### src/rtl/issue_queue_if.sv
// Issue queue bus: enqueue lanes and controls in, dequeue window and occupancy out.
// The master side is the decode/issue logic; the slave side is the queue itself.
interface issue_queue_if #(
  parameter int DEPTH = 8,
  parameter int DW    = 64
);
  localparam int CW = $clog2(DEPTH) + 1;

  logic          flush;
  logic          stall;
  logic [1:0]    enq_en;
  logic [DW-1:0] enq_data0;
  logic [DW-1:0] enq_data1;
  logic [1:0]    issue_cnt;
  logic [1:0]    deq_valid;
  logic [DW-1:0] deq_data0;
  logic [DW-1:0] deq_data1;
  logic          queue_of;
  logic [CW-1:0] count;

  modport master (
    output flush, stall, enq_en, enq_data0, enq_data1, issue_cnt,
    input  deq_valid, deq_data0, deq_data1, queue_of, count
  );

  modport slave (
    input  flush, stall, enq_en, enq_data0, enq_data1, issue_cnt,
    output deq_valid, deq_data0, deq_data1, queue_of, count
  );
endinterface

### src/rtl/issue_queue.sv
// Dual-lane circular issue queue: two enqueues and up to two dequeues per cycle.
// Optional macro ISSUE_QUEUE_BYPASS_EN forwards enqueue lanes straight to the outputs when empty.
module issue_queue #(
  parameter int DEPTH = 8,
  parameter int DW    = 64
) (
  input  logic        clk,
  input  logic        resetn,
  issue_queue_if.slave iq
);
  localparam int AW = $clog2(DEPTH);
  localparam int CW = AW + 1;

  logic [DW-1:0] mem [DEPTH];
  logic [AW-1:0] headPtr;
  logic [AW-1:0] tailPtr;
  logic [CW-1:0] cnt;

  logic [AW-1:0] headPlus1;
  logic [AW-1:0] tailPlus1;
  logic          queueOf;
  logic          accept;
  logic [1:0]    enqNum;
  logic [1:0]    issueEff;
  logic [1:0]    deqNum;
  logic [1:0]    bypassNum;
  logic [1:0]    wrNum;
  logic [DW-1:0] wrData0;

  assign headPlus1 = headPtr + AW'(1);
  assign tailPlus1 = tailPtr + AW'(1);

  // Threshold looks only at the pre-edge count, so a same-cycle dequeue never opens room.
  assign queueOf  = cnt > CW'(DEPTH - 2);
  assign accept   = ~queueOf & ~iq.flush;
  assign enqNum   = accept ? ({1'b0, iq.enq_en[0]} + {1'b0, iq.enq_en[1]}) : 2'd0;
  assign issueEff = (iq.issue_cnt == 2'd3) ? 2'd2 : iq.issue_cnt;
  assign deqNum   = (iq.stall | iq.flush)     ? 2'd0 :
                    (cnt < CW'(issueEff))     ? cnt[1:0] : issueEff;

`ifdef ISSUE_QUEUE_BYPASS_EN
  logic bypassOn;
  assign bypassOn  = (cnt == '0) & ~iq.flush;
  // Lanes taken straight from the enqueue port never land in storage.
  assign bypassNum = (bypassOn & ~iq.stall) ? ((issueEff < enqNum) ? issueEff : enqNum) : 2'd0;
  assign iq.deq_valid = bypassOn ? iq.enq_en : {cnt >= CW'(2), cnt >= CW'(1)};
  assign iq.deq_data0 = bypassOn ? iq.enq_data0 : mem[headPtr];
  assign iq.deq_data1 = bypassOn ? iq.enq_data1 : mem[headPlus1];
`else
  assign bypassNum    = 2'd0;
  assign iq.deq_valid = {cnt >= CW'(2), cnt >= CW'(1)};
  assign iq.deq_data0 = mem[headPtr];
  assign iq.deq_data1 = mem[headPlus1];
`endif

  assign wrNum   = enqNum - bypassNum;
  assign wrData0 = (bypassNum == 2'd0) ? iq.enq_data0 : iq.enq_data1;

  assign iq.queue_of = queueOf;
  assign iq.count    = cnt;

  always_ff @(posedge clk) begin
    if (wrNum != 2'd0) mem[tailPtr]   <= wrData0;
    if (wrNum == 2'd2) mem[tailPlus1] <= iq.enq_data1;
  end

  always_ff @(posedge clk or negedge resetn) begin
    if (!resetn) begin
      headPtr <= '0;
      tailPtr <= '0;
      cnt     <= '0;
    end else if (iq.flush) begin
      headPtr <= '0;
      tailPtr <= '0;
      cnt     <= '0;
    end else begin
      headPtr <= headPtr + AW'(deqNum);
      tailPtr <= tailPtr + AW'(wrNum);
      cnt     <= cnt + CW'(wrNum) - CW'(deqNum);
    end
  end
endmodule

### src/flat_wrapper.sv
// flat-port wrapper written by rule: the top's interface ports become plain ports
module issue_queue_flat 
#(
  parameter int DEPTH = 8,
  parameter int DW    = 64
)
  (clk, resetn, iq_flush, iq_stall, iq_enq_en, iq_enq_data0, iq_enq_data1, iq_issue_cnt, iq_deq_valid, iq_deq_data0, iq_deq_data1, iq_queue_of, iq_count);
  issue_queue_if #(.DEPTH(DEPTH), .DW(DW)) iq_i ();
  input  logic clk;
  input  logic resetn;
  input wire logic [$bits(iq_i.flush)-1:0] iq_flush;
  input wire logic [$bits(iq_i.stall)-1:0] iq_stall;
  input wire logic [$bits(iq_i.enq_en)-1:0] iq_enq_en;
  input wire logic [$bits(iq_i.enq_data0)-1:0] iq_enq_data0;
  input wire logic [$bits(iq_i.enq_data1)-1:0] iq_enq_data1;
  input wire logic [$bits(iq_i.issue_cnt)-1:0] iq_issue_cnt;
  output wire logic [$bits(iq_i.deq_valid)-1:0] iq_deq_valid;
  output wire logic [$bits(iq_i.deq_data0)-1:0] iq_deq_data0;
  output wire logic [$bits(iq_i.deq_data1)-1:0] iq_deq_data1;
  output wire logic [$bits(iq_i.queue_of)-1:0] iq_queue_of;
  output wire logic [$bits(iq_i.count)-1:0] iq_count;
  assign iq_i.flush = iq_flush;
  assign iq_i.stall = iq_stall;
  assign iq_i.enq_en = iq_enq_en;
  assign iq_i.enq_data0 = iq_enq_data0;
  assign iq_i.enq_data1 = iq_enq_data1;
  assign iq_i.issue_cnt = iq_issue_cnt;
  assign iq_deq_valid = iq_i.deq_valid;
  assign iq_deq_data0 = iq_i.deq_data0;
  assign iq_deq_data1 = iq_i.deq_data1;
  assign iq_queue_of = iq_i.queue_of;
  assign iq_count = iq_i.count;
  issue_queue #(.DEPTH(DEPTH), .DW(DW)) u_core (.clk(clk), .resetn(resetn), .iq(iq_i));
endmodule
### config.mk
export PLATFORM = sky130hd
export DESIGN_NAME = issue_queue_flat
export DESIGN_NICKNAME = d
export VERILOG_FILES = /design/src/rtl/issue_queue_if.sv /design/src/rtl/issue_queue.sv /design/src/flat_wrapper.sv
export SDC_FILE = /design/constraint.sdc
export NUM_CORES = 1
export LEC_CHECK = 0
export CAP_MARGIN = 10
export CORE_MARGIN = 2
export CORE_UTILIZATION = 25
export CTS_CLUSTER_DIAMETER = 120
export CTS_CLUSTER_SIZE = 20
export DETAILED_ROUTE_END_ITERATION = 8
export DONT_BUFFER_PORTS = 1
export PLACE_DENSITY = 0.4
export SYNTH_ARGS = -nofsm -noshare
export SYNTH_HDL_FRONTEND = slang
export SYNTH_SLANG_ARGS = --single-unit
export TNS_END_PERCENT = 100
### constraint.sdc
create_clock -name clk -period 6.11 [get_ports clk]
set_input_delay 0.9165 -clock clk [delete_from_list [all_inputs] [get_ports clk]]
set_output_delay 0.9165 -clock clk [all_outputs]
set_load 0.02 [all_outputs]
### Word-level counts from Yosys, hierarchy flattened

Memories as Yosys holds them, arrays and structs flattened.
Cells that the tools add are included.
W data, S select, Z words.

* register bits after elaboration: 10
* memory bits (writable): 512
* input bits: 136
* output and inout port bits: 135
* word-level logic and storage cells: 33
* memories: 1

* add/sub/neg operators: 7
* magnitude comparators: 4
* equal/unequal tests: 2
* multiplexer cells: 11
* bitwise operators: 4
* reductions and logical operators: 1

Memory list
* u_core.mem: depth 8, width 64, rd ports 2, clocked after Yosys merged registers in 0, write ports 2, line issue_queue.sv:14 `logic [DW-1:0] mem [DEPTH];`

Operators by type and width (number)
* $mux W2: 4
* $add A3 B1 Y3 const B: 2
* $add A3 B2 Y3: 2
* $mux W3: 2
* $add A4 B2 Y4: 1
* $eq A2 B2 Y1 const B: 2
* $ge A4 B1 Y1 const B: 1
* $ge A4 B2 Y1 const B: 1
* $gt A4 B3 Y1 const B: 1
* $lt A4 B2 Y1: 1
* $mux W1: 4
* $mux W4: 1
* $sub A4 B2 Y4: 1
* $add A1 B1 Y2: 1
* $not A1 Y1: 2
* $reduce_bool A2 Y1: 1
* $and A1 B1 Y1: 1
* $or A1 B1 Y1: 1

### Depth between registers and ports, before layout

* depth in word-level cells: 7
* gate-level depth with buffers: 13
* mapped depth without buffers: 13

### Worst setup path before layout

OpenSTA, ideal clock, no wires.

* kind: input -> register
* start: input port iq_enq_en[0]
* end: memory u_core.mem[2][0], enable pin
* setup time: 581 ps
* data arrival time: 6449 ps
* required time: 5529 ps
* slack: -920 ps
* stages: 4
* path buffers: 0
* path through: ha_1 > o21bai_1 > or3_1 > o31ai_1

RTL lines
* from (decl): line flat_wrapper.sv:13 `input wire logic [$bits(iq_i.enq_en)-1:0] iq_enq_en;`
* to (decl): line issue_queue.sv:14

### Final worst setup path

* start: register u_core.headPtr[0]
* end: output port iq_deq_data1[5]

* cells in the longest elaborated chain, start to end: 2

RTL lines
* from (decl): line issue_queue.sv:15 `logic [AW-1:0] headPtr;`
* from (signal assigned): line issue_queue.sv:77 `headPtr <= headPtr + AW'(deqNum);`
* $add A3 B1 Y3: line issue_queue.sv:30 `assign headPlus1 = headPtr + AW'(1);`
* $mem_v2 Z8 W64
* to (decl): line flat_wrapper.sv:19 `output wire logic [$bits(iq_i.deq_data1)-1:0] iq_deq_data1;`

No other way between the ends.

==> impl_results.md <==
* Status: finished, final reports clean
* WS Path Type: flop to primary output
* Starting density of the core at 0.252
* Leak at 9.65 nW
* Final period util at 0.757
* Flop pwr share at 0.457
* Power per Cell Area at 283 mW/mm2
* Rel. slew slack at 0.242
* Layout Skew at 18.6 ps
* Max-Cap Viols at 0
* Routed vias at 16,000
* Gr ovfl total at 0
* Setup violations, final at 0
* Tmin final at 4630 ps
* Synth warnings at 0
* Layout Utilization at 0.275
* Number of cell rows at 127
* Switching power at 0.00294 W
* Post-CTS setup buffers at 0
* Combinational fraction of design power at 0.288
* Clk buf depth at 3
* Finished Cell Area at 0.0329 mm2
* Wirelength, routed at 98,100 um
* Power Internal at 0.00636 W
* Chip Width at 351 um
* CP Max Fanout at 50
* Post-synthesis net count at 1,793
* Top post-synthesis cells by area: edfxtp_1, mux4_2, mux2_2
* Worst-path clk slew at 90 ps
* H-tree depth at 1
* CTS tree: built
* Fmax achieved at 0.216 GHz
* Worst VDD drop at 211 uV
* Tot Pwr at 0.00930 W
* Pre-antenna DRT Iters at 5
* Post-synth top flop: edfxtp_1
* Die H at 351 um
* GPL Wtd Cong at 0.711
* Clock root buffer: clkbuf_16
* R2R Setup Slk at 2500 ps
* Routed Antenna Nets at 0
* Post-synth EDFFs at 512
* Fin Setup TNS at 0 ps
* Initial antenna violation count at 1
* Sequential area share after synthesis at 0.518
* Clock Power Share at 0.254
* Cell taking the most area after synthesis: edfxtp_1
* Global-route wire length before repair at 137,000 um
* Worst slew pin tran at 1140 ps
* Clock Sinks at 522
* Hpwl dp at 54,400 um
* Area grow syn2layout at 9.17%
* Detailed-route wire length per cell at 30.4 um
* # nets final at 1,739
* I/O pin total at 271
* Async S/R FF share, synth at 0.0192
* Port bufs at 0
* Fillers at 12,000
* TritonCTS Buffers at 31
* Hold Fails Final Rpt at 0
* Ant diodes at 0
* Startpoint Class: flop
* Fraction of layout cells with a size suffix above 1 at 0.510
* Core ar. at 0.120 mm2
* Total GRT Usage at 0.157
* Final max-slew violation count at 0
* Die footprint at 0.123 mm2
* Largest net degree at the start of global routing at 85
* Vias in the first global route at 17,300
* Cells after Synth at 1,641
* Vias per cell at 4.97
* Post-synth cell types at 38
* Cell Area, Placed at 0.0319 mm2
* Post_cts resized at 0
* DRC viols at 0
* Req. time, crit path at 5190 ps
* Initial detailed-routing violation count at 1,046
* Post-Syn Area at 0.0301 mm2
* CP arrival at 3710 ps
* RSZ-0062 raised after global routing: no
* Seq cells post-synth at 522
* Min-delay worst type: input pin to flop
* Post-synth top area share at 0.510
* Worst skew pair latency at 650 ps
* Avg Cell Area, Syn at 18.4 um2
* Switching Fraction at 0.316
* Worst Setup End Kind: primary output
==> worst max-delay path: stages, from the launching register on <==
cell     delay (ps)
dfrtp_4         950
ha_4            870
buf_12          380
mux4_2          380
mux2_2          370
==> synth_stat cells, types with 2 or more instances <==
| master | count |
|---|---|
| xnor2_1 | 4 |
| buf_2 | 64 |
| mux2_2 | 466 |
| nand4_1 | 4 |
| o31ai_1 | 4 |
| buf_1 | 2 |
| inv_1 | 13 |
| a21oi_1 | 2 |
| dfrtp_1 | 10 |
| or3_1 | 3 |
| fa_1 | 4 |
| buf_6 | 25 |
| nor2b_1 | 5 |
| ha_1 | 12 |
| nor3_2 | 4 |
| mux4_2 | 256 |
| nand2_1 | 8 |
| clkbuf_1 | 24 |
| edfxtp_1 | 512 |
| mux2_1 | 174 |
| o21bai_1 | 5 |
| buf_4 | 14 |
| xor2_1 | 3 |
| nor2_1 | 9 |
==> cells in the final DEF, fill, tap and decap left out, drive strengths merged, types with 2 or more instances in the layout <==
cell,instances
mux2,640
edfxtp,512
mux4,256
clkbuf,53
buf,41
inv,16
ha,12
dfrtp,10
nor2,9
nand2,8
nor2b,5
nor3,5
o21bai,5
xnor2,4
nand4,4
o31ai,4
fa,4
or3,3
xor2,3
a21oi,2
bufinv,2
nand2b,2
==> routing by layer <==
layer	share of wire	GRT usage	up-vias
li1	-	-	6749
met1	0.44	0.206	8776
met2	0.48	0.261	401
met3	0.068	0.0388	85
met4	0.018	0.0319	0
met5	0	0	-
==> timing repair <==
| action | 4_1_cts | 5_1_grt |
|---|---|---|
| hold buffers | 1 | 0 |
| endpoints found under the hold margin | 10 | 0 |
| setup endpoints to repair | 0 | 0 |
==> state kept, by name (all words and copies together) (netlist names) <==
register,cells
u_core.mem,512
u_core.tailPtr,3
u_core.iq.count,4
u_core.headPtr,3
==> kinds of logic (layout without fill, tap and decap cells) <==
group           Yosys count  after routing  share of synthesized area
simple gates             42             42                    0.00884
xor+xnor                  7              7                    0.00203
mux                     896            896                      0.430
buf+inv                 143            113                     0.0285
compound gates           15             15                    0.00411
flops                   522            522                      0.518
fa+ha+maj                16             16                    0.00764
==> per-stage QoR <==
stage               std cells  worst slack [ps]  hold WS (ps)
detailed placement       3165              2060           621
finish                   3223              1480           320
floorplan                1641               897           612
global route             3223              1260           267
global placement         3165              2110           621
CTS                      3223              1320           250
==> layout make-up <==
type	count	area, um2	area share
sequential	522	15600	0.475
tap	1612	2020	0.0613
multi-input combinational	976	13800	0.420
timing repair buffer	42	418	0.0127
inverter	14	55.1	0.00167
clock buffer	53	880	0.0267
clock inverter	4	87.6	0.00266
==> final timing paths <==
path,cells after the start,to,from
setup / recovery,4,iq_deq_data1[5],u_core.headPtr[0]$_DFF_PN0_
hold / removal,1,u_core.iq.count[3]$_DFF_PN0_,iq_flush
setup reg to reg,6,u_core.mem[6][38]$_DFFE_PP_,u_core.tailPtr[0]$_DFF_PN0_
hold reg to reg,2,u_core.tailPtr[2]$_DFF_PN0_,u_core.tailPtr[2]$_DFF_PN0_
max in group asynchronous,1,u_core.headPtr[1]$_DFF_PN0_,resetn
min in group asynchronous,1,u_core.iq.count[0]$_DFF_PN0_,resetn
==> power by group through the flow <==
stage	combinational (W)	clock, W	sequential, W
after floorplan	0.00212	0	0.00427
after global placement	0.00273	0	0.00433
after detailed placement	0.00274	0	0.00434
after CTS	0.00275	0.00249	0.00426
after global routing	0.00288	0.00259	0.00428
final	0.00268	0.00237	0.00425
Power figures use the tool's default switching activity.
